**src/rtl/dummy_soc.sv**
```systemverilog
// iCE board top: POR, 8N1 UART receiver latching the last good byte onto the LEDs.
// Define ECHO_EN to echo every received byte back out on icelink_tx.
`ifndef FCLK
  `define FCLK 12_000_000
`endif
`ifndef BAUDS
  `define BAUDS 115_200
`endif

module dummy_soc #(
  parameter int CLK_HZ = `FCLK,
  parameter int BAUD   = `BAUDS
) (
  input  logic       board_clock,
  input  logic       icelink_rx,
  output logic       icelink_tx,
  output logic [7:0] led,
  output logic       frame_err,
  output logic [1:0] rx_state
);

  localparam int DIV     = CLK_HZ / BAUD;
  localparam int CW      = $clog2(DIV);
  localparam int POR_CYC = 16;
  localparam logic [CW-1:0] CNT_MAX  = CW'(DIV - 1);
  localparam logic [CW-1:0] CNT_HALF = CW'(DIV / 2 - 1);

  typedef enum logic [1:0] {S_IDLE, S_START, S_DATA, S_STOP} rx_state_t;

  // Power-on reset: the counter relies on the FPGA configuration value of 0.
  logic [4:0] por_cnt = 5'd0;
  logic       reset;

  assign reset = (por_cnt < 5'(POR_CYC));

  always_ff @(posedge board_clock) begin
    if (reset) por_cnt <= por_cnt + 5'd1;
  end

  logic rx_s1, rx_s2;

  always_ff @(posedge board_clock) begin
    if (reset) begin
      rx_s1 <= 1'b1;
      rx_s2 <= 1'b1;
    end else begin
      rx_s1 <= icelink_rx;
      rx_s2 <= rx_s1;
    end
  end

  rx_state_t     state, state_nx;
  logic [CW-1:0] cnt, cnt_nx;
  logic [2:0]    bitn, bitn_nx;
  logic [7:0]    data, data_nx;
  logic          wait_high, wait_high_nx;
  logic          rx_valid, ferr_set;

  // wait_high blocks a new start after a framing error until the line has been seen high.
  always_comb begin
    state_nx     = state;
    cnt_nx       = cnt;
    bitn_nx      = bitn;
    data_nx      = data;
    wait_high_nx = wait_high & ~rx_s2;
    rx_valid     = 1'b0;
    ferr_set     = 1'b0;
    case (state)
      S_IDLE: begin
        if (!wait_high && !rx_s2) begin
          state_nx = S_START;
          cnt_nx   = '0;
        end
      end
      S_START: begin
        if (cnt == CNT_HALF) begin
          cnt_nx   = '0;
          bitn_nx  = 3'd0;
          state_nx = rx_s2 ? S_IDLE : S_DATA;
        end else begin
          cnt_nx = cnt + CW'(1);
        end
      end
      S_DATA: begin
        if (cnt == CNT_MAX) begin
          cnt_nx  = '0;
          data_nx = {rx_s2, data[7:1]};
          bitn_nx = bitn + 3'd1;
          if (bitn == 3'd7) state_nx = S_STOP;
        end else begin
          cnt_nx = cnt + CW'(1);
        end
      end
      S_STOP: begin
        if (cnt == CNT_MAX) begin
          cnt_nx   = '0;
          state_nx = S_IDLE;
          if (rx_s2) begin
            rx_valid = 1'b1;
          end else begin
            ferr_set     = 1'b1;
            wait_high_nx = 1'b1;
          end
        end else begin
          cnt_nx = cnt + CW'(1);
        end
      end
      default: state_nx = S_IDLE;
    endcase
  end

  always_ff @(posedge board_clock) begin
    if (reset) begin
      state     <= S_IDLE;
      cnt       <= '0;
      bitn      <= 3'd0;
      data      <= 8'd0;
      wait_high <= 1'b0;
      led       <= 8'd0;
      frame_err <= 1'b0;
    end else begin
      state     <= state_nx;
      cnt       <= cnt_nx;
      bitn      <= bitn_nx;
      data      <= data_nx;
      wait_high <= wait_high_nx;
      if (rx_valid) led <= data;
      if (ferr_set) frame_err <= 1'b1;
    end
  end

  assign rx_state = state;

`ifdef ECHO_EN
  logic [7:0]    hold;
  logic          hold_full;
  logic          tx_busy;
  logic [9:0]    tx_frame;
  logic [3:0]    tx_bits;
  logic [CW-1:0] tx_cnt;

  // tx_frame is {stop, data, start}, shifted out LSB first; a new rx byte overwrites the holder.
  always_ff @(posedge board_clock) begin
    if (reset) begin
      hold      <= 8'd0;
      hold_full <= 1'b0;
      tx_busy   <= 1'b0;
      tx_frame  <= '1;
      tx_bits   <= 4'd0;
      tx_cnt    <= '0;
    end else begin
      if (!tx_busy && hold_full) begin
        tx_busy   <= 1'b1;
        tx_frame  <= {1'b1, hold, 1'b0};
        tx_bits   <= 4'd0;
        tx_cnt    <= '0;
        hold_full <= 1'b0;
      end else if (tx_busy) begin
        if (tx_cnt == CNT_MAX) begin
          tx_cnt   <= '0;
          tx_frame <= {1'b1, tx_frame[9:1]};
          if (tx_bits == 4'd9) tx_busy <= 1'b0;
          else                 tx_bits <= tx_bits + 4'd1;
        end else begin
          tx_cnt <= tx_cnt + CW'(1);
        end
      end
      if (rx_valid) begin
        hold      <= data;
        hold_full <= 1'b1;
      end
    end
  end

  assign icelink_tx = tx_busy ? tx_frame[0] : 1'b1;
`else
  assign icelink_tx = 1'b1;
`endif

endmodule

```
**config.mk**
```make
export PLATFORM = sky130hd
export DESIGN_NAME = dummy_soc
export DESIGN_NICKNAME = d
export VERILOG_FILES = /design/src/rtl/dummy_soc.sv
export SDC_FILE = /design/constraint.sdc
export NUM_CORES = 1
export LEC_CHECK = 0
export CELL_PAD_IN_SITES_DETAIL_PLACEMENT = 1
export CELL_PAD_IN_SITES_GLOBAL_PLACEMENT = 1
export CORE_AREA = 2 2 67 69
export CTS_BUF_LIST = sky130_fd_sc_hd__clkbuf_8
export DETAILED_ROUTE_END_ITERATION = 10
export DIE_AREA = 0 0 69 71
export PLACE_DENSITY = 0.83
export SYNTH_ARGS = -nofsm -noshare
export SYNTH_HDL_FRONTEND = slang
export SYNTH_SLANG_ARGS = --single-unit
export TNS_END_PERCENT = 30
```
**constraint.sdc**
```tcl
create_clock -name board_clock -period 1.7 [get_ports board_clock]
set_input_delay 0.17 -clock board_clock [delete_from_list [all_inputs] [get_ports board_clock]]
set_output_delay 0.17 -clock board_clock [all_outputs]
set_load 0.02 [all_outputs]
```
# == Word level (Yosys, flattened, before mapping) ==
# Cells that the tools add are included.
# op_classes
bitwise,2
n_shift,0
reduce_logical,9
eq_ne,11
mux,23
addsub,3
mul,0
magnitude_cmp,1
div,0
# ops
op,n
$mux W7,3
$pmux W7 S3,1
$mux W2,6
$ne A2 B2 Y1 const B,5
$mux W1,9
$pmux W2 S4,1
$add A7 B1 Y7 const B,1
$eq A7 B6 Y1 const B,1
$eq A7 B7 Y1 const B,1
$mux W3,2
$pmux W3 S2,1
$add A5 B1 Y5 const B,1
$lt A5 B5 Y1 const B,1
$reduce_and A5 Y1,1
$eq A2 B2 Y1 const B,2
$add A3 B1 Y3 const B,1
$eq A3 B3 Y1 const B,1
$reduce_and A3 Y1,1
$eq A2 B1 Y1 const B,1
$logic_not A1 Y1,2
$logic_not A2 Y1,1
$reduce_and A2 Y1,1
$reduce_bool A2 Y1,1
$reduce_or A2 Y1,1
3 further kinds,3
# totals
reg_bits,37
out_inout_bits,12
memories,0
word_cells,59
in_bits,2
latchBits,0
mem_bits_rw,0
rom_bits,0

# == Logic depth before layout (Yosys ltp) ==
# Gate-level depths: netlist (run 1).
# depth
depth_word,5
mapped_depth,6
depth_no_buf,5

# == Least setup slack after synthesis (run 1) ==
# OpenSTA, ideal clock, no wires.
# synth_path
path_kind,flip-flop to flip-flop
from,reg cnt[0]
to,reg led[0]
stages_incl_launch_ff,7
t_required_ps,1564
path_buffers,1
arrival_time_ps,1541
setup_slack_ps,23
cell_sequence,dfxtp_1 -> ha_1 -> nand3b_4 -> or4_4 -> buf_6 -> mux2i_1 -> nor2_1
# synth_via
elab_chain_len,3
# synth_rtl
item,line,text
"start, declared",53,"logic [CW-1:0] cnt, cnt_nx;"
"start signal, assigned",123,cnt <= cnt_nx;
$eq A7 B7 Y1,95,if (cnt == CNT_MAX) begin
$mux W1,95,
$mux W1,68,case (state)
"end signal, assigned",127,if (rx_valid) led <= data;
"end, declared",17,"output logic [7:0] led,"
# Every way passes these cells.
# A chain may end at the register's enable or synchronous reset.

# == Worst setup path in the final report (run 1) ==
# layout_path
from,reg cnt[1]
to,reg led[6]
# Same word-level chain as after synthesis.

==> parameters.txt, run 1 <==
Parameter                              Value

Run status
  Run status    finished, final reports clean

Route
  Count of TritonRoute iterations in the first routing pass    4
  Via-to-Cell Ratio    5.32
  Met3 WL    138 um
  Drc violations    0
  Vias    1,313
  Count of antenna-violating nets left after detailed routing    0
  M1 wire length    1.69 mm
  Highest routed layer    met4
  DRT iter0 DRCs    44
  WL per Instance    15.9 um
  WL final    3.92 mm
  Sum of met2 wire segment lengths after detailed routing    2.06 mm

Setup path
  Capturing element type of the critical path    flip-flop
  Setup Crit Path Kind    flip-flop to flip-flop
  CP startpoint kind    flip-flop
  Signal arrival time at the worst endpoint    1.83 ns
  Slowest cell delay on critical path    0.62 ns
  Ordered list of cells on the worst path    ha_4, nand3b_4, or4_4, mux2i_1, nor2_1
  CP Data Required Time    1.88 ns
  Critical-path top delay cell    sky130_fd_sc_hd__or4_4
  Highest fanout seen on the critical path    8

Clock tree
  Max Buffers Root-to-Sink    2
  Num CTS Buffers    5
  Hold buffer count at cts    0
  Reg clk slew, reported paths    0.08 ns
  Clock insertion delay at the later pin of the skew report    0.29 ns
  CTS tree    done
  CTS root buffer    sky130_fd_sc_hd__clkbuf_8
  TritonCTS sink count    37
  H-tree depth    2

STA
  FMAX    606 MHz
  Final count of hold timing violations    0
  Post-route clock period utilization    97.1%
  Min cycle time layout    1.65 ns
  RSZ-0062 raised after global routing    true
  Number of pins exceeding their max-slew limit in the final report    0
  Number of failing setup endpoints in the final timing report    0
  Worst-case clock skew    0.00491 ns
  Post-Route Setup TNS    0 ns

Yosys
  Share of synthesized registers carrying an async set or reset    0%
  Synthesized instance count    169
  Number of synthesis warnings    0
  Fraction of synthesized cell area in xor and xnor cells    1.56%
  Main combinational cell family by area after synthesis    simple AND/OR/NAND/NOR gates
  Number of distinct library cells after synthesis    46
  Dominant synthesized flop cell    sky130_fd_sc_hd__dfxtp_1
  Average size of a mapped cell    9.96 sq um
  Multiplexer share of the synthesized area    11.3%
  Share of Yosys cell area claimed by the top area cell type    38.1%
  Most frequent cells after synthesis    sky130_fd_sc_hd__dfxtp_1, sky130_fd_sc_hd__nor2_1, sky130_fd_sc_hd__mux2i_1, sky130_fd_sc_hd__nand3_1, sky130_fd_sc_hd__nand2_1
  Count leader, synth    sky130_fd_sc_hd__dfxtp_1
  Synth Area in Compound Gates    9.89%
  Largest cells by area after synthesis    sky130_fd_sc_hd__dfxtp_1, sky130_fd_sc_hd__mux2i_1, sky130_fd_sc_hd__edfxtp_1, sky130_fd_sc_hd__nor2_1, sky130_fd_sc_hd__ha_1
  Sequential-to-total area share from yosys stat    47.0%
  Number of synthesized flops with an enable pin    5
  Synth area leader    sky130_fd_sc_hd__dfxtp_1
  Syn_nets    176
  Simple-gate share of the synthesized area    22.5%
  Post-synthesis cell area    0.00168 sq mm
  Yosys reg bits    37
  Adder-cell area share of the yosys netlist    3.72%

Final layout
  Post-layout instance count excluding filler cells    247
  Design area    0.00208 sq mm
  Utilization of the core after routing    49.4%
  Antenna fix cells    0
  Area Overhead vs Synth    23.3%
  Fillers    486
  Register Area    791 sq um
  Net count reported at finish    201
  Area taken by multi-input logic gates    850 sq um
  Share of layout cells above drive strength 1    17.4%

Placement
  HPWL reported at the end of detailed placement    2.73 mm
  Placed inst area    0.00193 sq mm
  Routability-driven placement congestion ratio    0.791
  Port Buf Inserts    12
  Number of placed cells counting well taps    238

Pwr
  Net load switching power    0.322 mW
  Power per cell area    791 mW/mm^2
  Relative contribution of combinational cells to total power    0.3%
  Clock network fraction of design power    46.0%
  Worst voltage drop across the vdd grid    0.594 mV
  Internal portion of total power    1.32 mW
  Pleak    0.898 nW
  Switching power share of the total    19.6%
  Seq pwr share    53.8%

GRT
  Antenna violations before repair    0
  Total global routing track utilization    17.2%
  Via count of the first global-routing pass    1,417
  Maximum number of pins on one net before global-route repair    22
  Overflow left after global routing    0
  First-pass GRT wire length    6.63 mm

Hold path
  Worst hold-check path type    flip-flop to flip-flop

Die
  Die Width    69 um
  IO Count    14
  Placeable core region    0.00420 sq mm
  Placement row count    24
  Starting density of the core    40.0%
  Full die area    0.00490 sq mm
  Die height    71 um

Flow run
  # Max-Cap Violations    0
[path summary, 6_finish.rpt]
path | start | to | slack [ns] | cells past startpoint
worst min register to register | rx_s1 | rx_s2 | 0.43 | 1
worst max register to register | cnt[1] | led[6] | 0.05 | 5
worst min-delay path | rx_s1 | rx_s2 | 0.43 | 1
worst max-delay path | cnt[1] | led[6] | 0.05 | 5
[cells by family (layout without fill, tap and decap cells)]
logic type | count (synthesis) | in the layout
mux | 19 | 19
other cells | 1 | 1
flops | 37 | 37
simple gates | 69 | 69
compound gates | 22 | 22
fa+ha+maj | 5 | 5
buf+inv | 13 | 39
xor+xnor | 3 | 3
[power by group through the flow]
stage          logic, mW  clock network, mW  registers (mW)
3_5_place_dp     0.00447                  0           0.903
2_1_floorplan    0.00402                  0           0.903
4_1_cts          0.00457              0.771           0.882
3_3_place_gp     0.00440                  0           0.903
5_1_grt          0.00479              0.811           0.882
6_report         0.00464              0.754           0.882
[metal layers]
layer / vias up / global-route usage (%)
met1: 646 / 19.8
met4: 0 / 5.66
li1: 641 / -
met2: 22 / 29.7
met3: 4 / 6.13
met5: - / 0
[registers in the layout, indices dropped and copies added, names as in the netlist, named ones only]
register / count
led: 8
wait_high: 1
por_cnt: 5
rx_s2: 1
frame_err: 1
cnt: 7
data: 8
rx_state: 1
bitn: 3
rx_s1: 1
[metrics by stage]
stage          power, mW  setup slack, ns  hold WS, ns
2_1_floorplan      0.907           0.0233        0.271
3_3_place_gp       0.907           0.0744        0.398
3_5_place_dp       0.907          -0.0364        0.413
4_1_cts             1.66           0.0114        0.436
5_1_grt             1.70          -0.0183        0.443
6_report            1.64           0.0495        0.430
[placed cells by master (no fill, tap or decap), drive strengths merged, types with 3 or more instances in the layout]
master / count
a21oi: 6
buf: 14
clkbuf: 5
clkdlybuf4s50: 11
dfxtp: 32
edfxtp: 5
ha: 5
inv: 5
mux2i: 19
nand2: 9
nand2b: 4
nand3: 11
nor2: 22
nor3: 7
o22ai: 3
or3: 4
[cell type report]
| class | count | area share (%) |
|---|---|---|
| clock inverter | 3 | 2.05 |
| inverter | 5 | 0.904 |
| multi-input combinational | 119 | 40.9 |
| clock buffer | 5 | 3.32 |
| tap | 52 | 3.13 |
| timing repair buffer | 26 | 11.6 |
| sequential | 37 | 38.1 |
[worst max-delay path: cells and delay by family, from the launching register on]
| family | cells | cell delay [ns] |
|---|---|---|
| multiplexers | 1 | 0.21 |
| AND/OR/NAND/NOR | 3 | 0.76 |
| adder cells (fa/ha/maj) | 1 | 0.17 |
| flip-flops | 1 | 0.39 |
[what timing repair did]
item,in CTS,in global routing
setup buffers,0,1
resized for setup,1,4
gates cloned,0,0
endpoints found under the setup margin,1,13
pin swaps,0,1
(Power assumes the default switching activity.)
==> inputs of run 2 (changes only) <==
--- a/config.mk
+++ b/config.mk
@@ -5,12 +5,13 @@
 export SDC_FILE = /design/constraint.sdc
 export NUM_CORES = 1
 export LEC_CHECK = 0
+export ABC_AREA = 1
 export CELL_PAD_IN_SITES_DETAIL_PLACEMENT = 1
 export CELL_PAD_IN_SITES_GLOBAL_PLACEMENT = 1
-export CORE_AREA = 2 2 67 69
+export CORE_AREA = 2 2 70 72
 export CTS_BUF_LIST = sky130_fd_sc_hd__clkbuf_8
 export DETAILED_ROUTE_END_ITERATION = 10
-export DIE_AREA = 0 0 69 71
+export DIE_AREA = 0 0 72 74
 export PLACE_DENSITY = 0.83
 export SYNTH_ARGS = -nofsm -noshare
 export SYNTH_HDL_FRONTEND = slang
==> parameters.txt, run 2 <==
Parameter                              Value

Run status
  Run status    finished, final reports clean

Clock tree
  Num CTS Buffers    5
  CTS root buffer    sky130_fd_sc_hd__clkbuf_8
  Reg clk slew, reported paths    0.07 ns
  Max Buffers Root-to-Sink    2
  Post-CTS Setup Inserts    0
  CTS tree    done
  Clock insertion delay at the later pin of the skew report    0.29 ns
  H-tree depth    2
  TritonCTS sink count    37

Placement
  Port Buf Inserts    12
  Routability-driven placement congestion ratio    0.810
  Number of placed cells counting well taps    296
  Pre-CTS WS    0.178 ns
  HPWL reported at the end of detailed placement    2.81 mm

Yosys
  Share of Yosys cell area claimed by the top area cell type    36.5%
  Main combinational cell family by area after synthesis    simple AND/OR/NAND/NOR gates
  Synthesized instance count    232
  Count leader, synth    sky130_fd_sc_hd__nand2_1
  Syn_nets    239
  Multiplexer share of the synthesized area    0%
  Synth area leader    sky130_fd_sc_hd__dfxtp_1
  Synth Area in Compound Gates    6.49%
  Number of synthesis warnings    0
  Post-synthesis cell area    0.00176 sq mm
  Number of synthesized flops with an enable pin    5
  Yosys reg bits    37
  Number of distinct library cells after synthesis    30
  Simple-gate share of the synthesized area    32.2%
  Share of synthesized registers carrying an async set or reset    0%
  Adder-cell area share of the yosys netlist    3.56%
  Most frequent cells after synthesis    sky130_fd_sc_hd__nand2_1, sky130_fd_sc_hd__dfxtp_1, sky130_fd_sc_hd__inv_1, sky130_fd_sc_hd__nor2_1, sky130_fd_sc_hd__nand3_1
  Average size of a mapped cell    7.57 sq um
  Fraction of synthesized cell area in xor and xnor cells    2.49%
  Largest cells by area after synthesis    sky130_fd_sc_hd__dfxtp_1, sky130_fd_sc_hd__nand2_1, sky130_fd_sc_hd__edfxtp_1, sky130_fd_sc_hd__inv_1, sky130_fd_sc_hd__nand3_1
  Sequential-to-total area share from yosys stat    45.0%
  Dominant synthesized flop cell    sky130_fd_sc_hd__dfxtp_1

STA
  Final setup slack of the worst path    0.0927 ns
  Post-route clock period utilization    94.5%
  Post-Route Setup TNS    0 ns
  FMAX    622 MHz
  Worst-case clock skew    0.00885 ns
  Number of failing setup endpoints in the final timing report    0
  Min cycle time layout    1.61 ns
  RSZ-0062 raised after global routing    false
  Worst hold slack across all endpoints    0.421 ns
  Number of pins exceeding their max-slew limit in the final report    0
  Final count of hold timing violations    0

GRT
  Maximum number of pins on one net before global-route repair    18
  Total global routing track utilization    16.5%
  First-pass GRT wire length    6.79 mm
  Via count of the first global-routing pass    1,506
  Antenna violations before repair    0
  Overflow left after global routing    0

Setup path
  CP Data Required Time    1.53 ns
  Largest delay contributor family on the critical path    buffers and inverters
  Slowest cell delay on critical path    0.66 ns
  Critical-path top delay cell    sky130_fd_sc_hd__clkdlybuf4s50_1
  Critical path buffers and inverters    1
  Ordered list of cells on the worst path    clkdlybuf4s50_1
  Setup Crit Path Kind    flip-flop to primary output
  Signal arrival time at the worst endpoint    1.44 ns
  Capturing element type of the critical path    primary output
  Highest fanout seen on the critical path    7
  CP startpoint kind    flip-flop

Pwr
  Net load switching power    0.326 mW
  Clock network fraction of design power    45.1%
  Seq pwr share    53.9%
  Switching power share of the total    19.8%
  Pleak    0.967 nW
  Relative contribution of combinational cells to total power    1.0%
  Worst voltage drop across the vdd grid    0.433 mV
  Power per cell area    802 mW/mm^2
  Internal portion of total power    1.32 mW

Die
  Placeable core region    0.00460 sq mm
  Full die area    0.00533 sq mm
  Die height    74 um
  Placement row count    25
  Starting density of the core    38.2%
  Die Width    72 um
  IO Count    14

Final layout
  Utilization of the core after routing    44.6%
  Register Area    792 sq um
  Net count reported at finish    256
  Most common cell after layout, fill and taps aside    sky130_fd_sc_hd__nand2_1
  Area Overhead vs Synth    16.8%
  Antenna fix cells    0
  Post-layout instance count excluding filler cells    304
  Share of layout cells above drive strength 1    9.60%
  Commonest cells after routing, fill and taps aside    sky130_fd_sc_hd__nand2_1, sky130_fd_sc_hd__inv_1, sky130_fd_sc_hd__dfxtp_1
  Fillers    560
  Area taken by multi-input logic gates    790 sq um
  Regs by FF count    data: 8 flops, led: 8 flops, cnt: 7 flops

Route
  Drc violations    0
  Via-to-Cell Ratio    4.83
  Sum of met2 wire segment lengths after detailed routing    1.90 mm
  Highest routed layer    met4
  M1 wire length    1.72 mm
  WL final    3.78 mm
  Count of TritonRoute iterations in the first routing pass    4
  DRT iter0 DRCs    49
  Met3 WL    94 um
  Vias    1,467
  Count of antenna-violating nets left after detailed routing    0
  WL per Instance    12.4 um

Hold path
  Worst hold-check path type    flip-flop to flip-flop

Flow run
  # Max-Cap Violations    0
run 2: power by group through the flow:
stage	combinational (mW)	sequential, mW	clock, mW
6_report	0.0160	0.887	0.741
5_1_grt	0.0186	0.887	0.804
4_1_cts	0.0161	0.887	0.770
3_5_place_dp	0.0161	0.907	0
3_3_place_gp	0.0158	0.907	0
2_1_floorplan	0.0127	0.907	0
run 2: cells by family after synthesis:
group                    after synthesis
AND/OR/NAND/NOR                      123
buffers and inverters                 40
flip-flops                            37
AO/OA/AOI/OAI                         21
XOR/XNOR                               5
adder cells (fa/ha/maj)                5
other                                  1
run 2: metrics by stage:
stage	instance area (sq um)	total power, mW
2_1_floorplan	1760	0.920
3_3_place_gp	1940	0.923
3_5_place_dp	1940	0.923
4_1_cts	2050	1.67
5_1_grt	2050	1.71
6_report	2050	1.64
run 2: final timing paths:
kind                 endpoint  slack (ns)  cells past startpoint         from
hold / removal          rx_s2        0.42                      1        rx_s1
setup reg to reg       cnt[2]        0.20                     10       cnt[1]
setup / recovery  rx_state[0]        0.09                      1  rx_state[0]
hold reg to reg         rx_s2        0.42                      1        rx_s1
run 2: repair_timing:
item / CTS / global route
hold buffers: 0 / 0
endpoints found under the hold margin: 0 / 0
endpoints found under the setup margin: 0 / 2
resized for setup: 0 / 1
run 2: final cells by class:
| cell class | instances | share of cell area [%] |
|---|---|---|
| Tap cell | 54 | 3.30 |
| Multi-Input combinational cell | 155 | 38.5 |
| Clock buffer | 5 | 3.36 |
| Clock inverter | 3 | 1.83 |
| Sequential cell | 37 | 38.6 |
| Inverter | 33 | 6.04 |
| Timing Repair Buffer | 17 | 8.30 |
run 2: per-layer routing:
layer  global-route usage [%]  vias to the layer above
met1                     18.7                      692
met4                     5.66                        0
met5                        0                        -
li1                         -                      757
met2                     29.9                       11
met3                     4.61                        7
==> inputs of run 3 (changes only) <==
--- a/config.mk
+++ b/config.mk
@@ -6,6 +6,7 @@
 export NUM_CORES = 1
 export LEC_CHECK = 0
 export ABC_AREA = 1
+export ABC_CLOCK_PERIOD_IN_PS = 1700
 export CELL_PAD_IN_SITES_DETAIL_PLACEMENT = 1
 export CELL_PAD_IN_SITES_GLOBAL_PLACEMENT = 1
 export CORE_AREA = 2 2 70 72
==> results of run 3 <==
Same layout as run 2: the final DEF is identical, and so are final timing and power.
